<file path="src/rtl/hamming_frame_seq.sv">
// hamming_frame_seq: per-frame strobe sequencer for the serial 11/15 Hamming encode/channel/decode path.
module hamming_frame_seq #(
  parameter int DATA_W       = 11,
  parameter int CODE_W       = 15,
  parameter bit AUTO_RESTART = 1'b0
) (
  input  logic       clk,
  input  logic       RST,
  input  logic       start,
  input  logic       abort,
  input  logic       shift,
  input  logic       dec_err,
  output logic       in_shift,
  output logic       enc_load,
  output logic       ch_shift,
  output logic       dec_load,
  output logic       out_shift,
  output logic       busy,
  output logic       done,
  output logic       err_seen,
  output logic [3:0] bit_cnt,
  output logic [7:0] frame_cnt
);
  typedef enum logic [2:0] {IDLE, COLLECT, ENCODE, TRANSMIT, DECODE, DRAIN, DONE} state_t;
  state_t     state_q, state_d;
  logic [3:0] bit_cnt_q, bit_cnt_d;
  logic       err_seen_q, err_seen_d;
  logic [7:0] frame_cnt_q, frame_cnt_d;
  logic       shifting, adv, last;
  logic [3:0] len_m1;
  always_ff @(posedge clk or negedge RST)
    if (!RST) begin
      state_q     <= IDLE;
      bit_cnt_q   <= '0;
      err_seen_q  <= 1'b0;
      frame_cnt_q <= '0;
    end else begin
      state_q     <= state_d;
      bit_cnt_q   <= bit_cnt_d;
      err_seen_q  <= err_seen_d;
      frame_cnt_q <= frame_cnt_d;
    end
  always_comb begin
    shifting    = state_q == COLLECT || state_q == TRANSMIT || state_q == DRAIN;
    len_m1      = state_q == TRANSMIT ? 4'(CODE_W - 1) : 4'(DATA_W - 1);
    adv         = shifting && shift;
    last        = adv && bit_cnt_q == len_m1;
    state_d     = state_q;
    bit_cnt_d   = adv ? (last ? 4'd0 : bit_cnt_q + 4'd1) : bit_cnt_q;
    err_seen_d  = err_seen_q;
    frame_cnt_d = frame_cnt_q;
    case (state_q)
      IDLE: begin
        state_d   = start ? COLLECT : IDLE;
        bit_cnt_d = '0;
      end
      COLLECT:  state_d = last ? ENCODE : COLLECT;
      ENCODE:   state_d = TRANSMIT;
      TRANSMIT: state_d = last ? DECODE : TRANSMIT;
      DECODE:   state_d = DRAIN;
      DRAIN:    state_d = last ? DONE : DRAIN;
      DONE: begin
        state_d     = (AUTO_RESTART && start) ? COLLECT : IDLE;
        bit_cnt_d   = '0;
        err_seen_d  = dec_err;
        frame_cnt_d = frame_cnt_q + 8'd1;
      end
      default:  state_d = IDLE;
    endcase
    // abort wins over everything but leaves the frame statistics untouched
    if (abort) begin
      state_d     = IDLE;
      bit_cnt_d   = '0;
      err_seen_d  = err_seen_q;
      frame_cnt_d = frame_cnt_q;
    end
  end
  assign in_shift  = state_q == COLLECT && shift;
  assign enc_load  = state_q == ENCODE;
  assign ch_shift  = state_q == TRANSMIT && shift;
  assign dec_load  = state_q == DECODE;
  assign out_shift = state_q == DRAIN && shift;
  assign busy      = state_q != IDLE;
  assign done      = state_q == DONE;
  assign err_seen  = err_seen_q;
  assign bit_cnt   = bit_cnt_q;
  assign frame_cnt = frame_cnt_q;
endmodule
</file>
<file path="config.mk">
export PLATFORM = sky130hd
export DESIGN_NAME = hamming_frame_seq
export DESIGN_NICKNAME = d
export VERILOG_FILES = /design/src/rtl/hamming_frame_seq.sv
export SDC_FILE = /design/constraint.sdc
export NUM_CORES = 1
export LEC_CHECK = 0
export ABC_CLOCK_PERIOD_IN_PS = 1500
export BUFFER_PORTS_ARGS = -buffer_cell sky130_fd_sc_hd__buf_4
export CORE_ASPECT_RATIO = 1.25
export CORE_MARGIN = 2
export CORE_UTILIZATION = 40
export CTS_BUF_LIST = sky130_fd_sc_hd__clkbuf_4 sky130_fd_sc_hd__clkbuf_8 sky130_fd_sc_hd__clkbuf_16
export DETAILED_ROUTE_END_ITERATION = 16
export GPL_ROUTABILITY_DRIVEN = 0
export HOLD_SLACK_MARGIN = 0.02
export REMOVE_ABC_BUFFERS = 1
export SYNTH_ARGS = -nofsm -noshare
export SYNTH_HDL_FRONTEND = slang
export SYNTH_SLANG_ARGS = --single-unit
</file>
<file path="constraint.sdc">
create_clock -name clk -period 1.5 [get_ports clk]
set_input_delay 0 -clock clk [delete_from_list [all_inputs] [get_ports clk]]
set_output_delay 0 -clock clk [all_outputs]
set_load 0.05 [all_outputs]
</file>
==> metrics.yaml <==
logic_synthesis:
  synth-edff-count: 0
  synth-seq-area-share_pct: 44.08
  avgSynthCellArea_um2: 10.44
  synth_top_area_cell: "dfrtp_1"
  yosysWarnings: 0
  ys_top_cells_by_area: "dfrtp_1 (44%), xnor2_1 (6.7%), ha_1 (4.1%), a21oi_1 (2.8%), mux2_2 (2.5%)"
  synthArstFlopShare_pct: 100.0
  synth_cells: 87
  synth_cell_type_count: 38
  ys_seq_elements: 16
  syn_area_um2: 908.4
  yosysTopAreaCellShare_pct: 44.08
  yosys_most_used_dff: "dfrtp_1"
drt:
  drtIter0Drc: 10
  post_drt_wl_per_cell_um: 13.17
  drt_first_pass_iters: 4
  postRouteWirelength_um: 2067
  drc: 0
  ant_nets: 0
  via_count: 799
  vias_per_cell: 5.089
placed_design:
  pre_cts_ws_ns: 0.02152
  dp_hpwl_um: 1438
  numPortBuffers: 25
power_and_ir_drop:
  cellLeakagePower_nw: 0.6163
  combinationalPowerShare_pct: 11.8
  ir_drop_v: 0.0004893
  internal_power_mw: 0.6248
  p_clk_share_pct: 35.2
  p_seq_share_pct: 53.0
  power.switching_mw: 0.2026
  p_per_area_nw_per_um2: 635.3
  switching_share_pct: 24.49
  power_mw: 0.8275
finish:
  insertedDiodeCount: 0
  utilization_pct: 59.55
  fin_nets: 136
  nFillCells: 205
  drive_above_1_share_pct: 41.27
  ff_latch_area_um2: 404.1
  mostFrequentLayoutCells: "buf_4 (31), dfrtp_1 (13), xnor2_1 (7)"
  area_delta_synth_final_pct: 43.39
  multi_input_area_um2: 476.7
  mostFrequentLayoutCell: "buf_4"
critical_path:
  required_ns: 1.50
  regToRegSetupSlack_ns: 0.09
  rr_startpoint: "state_q[2]"
  cp.arrival_ns: 1.44
  worstRegToRegCells: 5
  endpoint_kind: "primary output"
  cp-start-kind: "register"
  r2r-end: "bit_cnt[3]"
  worstPathMaxFanout: 7
  critPathKind: "reg -> out"
cts:
  root_buffer: "clkbuf_4"
  clkTransAtPathRegs_ns: 0.10
  cts_tree: "built"
  clk_path_buf_depth: 2
  cts.htree.levels: 1
  clk_latency_ns: 0.29
  clkSinkCount: 16
  tritoncts.num_buffers: 3
die:
  rows: 19
  die-area_um2: 2671
  pin_count: 26
  dieHeight_um: 57.28
  coreArea_um2: 2187
  initial_core_util_pct: 41.53
  die_x_um: 46.63
grt:
  grt.overflow.total: 0
  grt_pass1_vias: 780
  grt_use_total_pct: 17.44
  grt_pass1_wl_um: 3450
  antenna_found_initial: 0
  grt_max_degree: 17
sta:
  worst_pin_slew_ns: 0.2585
  setup_viol: 0
  period_minus_slack_ns: 1.438
  worst_slack_ns: 0.06233
  hold_violations: 0
  post-route-period-util_pct: 95.84
  slew_headroom_pct: 82.71
  fmax_ghz: 0.6956
  finalClockSkew_ns: 0.004003
  tns_ns: 0
  rsz0062_at_grt: "false"
  maxSlewViolCount: 0
hold_path:
  holdCritPathClass: "in -> async"
status:
  status: "finished clean"
flow_run:
  drv_cap: 0
## layout make-up
type / count / area share, %
Sequential cell: 16 / 31.03
Inverter: 3 / 0.8646
Timing Repair Buffer: 39 / 25.74
Multi-Input combinational cell: 64 / 36.60
Clock buffer: 4 / 2.786
Tap cell: 31 / 2.978
## sequential cells by signal, indices dropped and copies added (netlist names)
register / cells
bit_cnt: 4
err_seen: 1
frame_cnt: 8
state_q: 3
## routing by layer
layer  GRT usage [%]  part of all wire [%]
met1           21.86                    45
met2           29.56                    49
met3           2.848                   4.0
met4           5.952                   1.5
met5               0                     0
## power by group through the flow
stage                     sequential (mW)  combinational (mW)  clock, mW
final                               0.438              0.0977      0.291
after global routing                0.439               0.107      0.322
after CTS                           0.438              0.0949      0.299
after detailed placement            0.447              0.0864          0
after global placement              0.446              0.0851          0
after floorplan                     0.454              0.0296          0
## how the worst max path moves through the flow
stage | from | endpoint | slack, ns | cells after the start
final | state_q[1] | busy | 0.06 | 3
after global routing | bit_cnt[0] | state_q[2] | 0.007 | 7
after CTS | bit_cnt[0] | bit_cnt[2] | 0.006 | 6
after detailed placement | bit_cnt[0] | bit_cnt[2] | 0.02 | 6
after global placement | bit_cnt[0] | bit_cnt[2] | 0.06 | 6
after floorplan | bit_cnt[0] | bit_cnt[2] | -0.28 | 6
## kinds of logic (layout without fill, tap and decap cells)
| kind of cell | after synthesis | count (layout) | synth area share (%) |
|---|---|---|---|
| DFF | 16 | 16 | 44.08 |
| xor gates and xnor gates | 9 | 9 | 8.678 |
| and+or+nand+nor | 34 | 34 | 23.14 |
| muxes | 2 | 2 | 2.479 |
| adders and majority gates | 3 | 3 | 4.133 |
| AOI/OAI and AO/OA | 16 | 16 | 12.81 |
| buffers and inverters | 7 | 46 | 4.682 |
## synth_stat cells (all sizes together) (2+ instances only)
master,number
nand4,3
nand2,6
a21oi,5
dfrtp,16
xor2,2
nor2,5
ha,3
and3,3
xnor2,7
nand3,4
inv,3
buf,4
nor3b,2
o21ai,4
mux2,2
## repair_timing
action                     4_1_cts  5_1_grt
gates resized for setup          3        6
setup endpoints to repair        4        5
pin swaps                        0        2
hold buffers                     4        0
hold endpoints to repair        20        0
setup buffers                    2        1
## through the flow
stage / instances / instance area (um2) / hold WS (ns)
2_1_floorplan: 83 / 877.1 / -0.2956
3_3_place_gp: 146 / 1169 / -0.1288
3_5_place_dp: 146 / 1169 / -0.1278
4_1_cts: 156 / 1279 / 0.09971
5_1_grt: 157 / 1303 / 0.1044
6_report: 157 / 1303 / 0.09381
## critical path, cell delays in order (launching register included)
cell and delay, ns:
dfrtp_2 0.42, buf_4 0.15, or3_1 0.40, buf_6 0.17
Power figures use the tool's default switching activity.
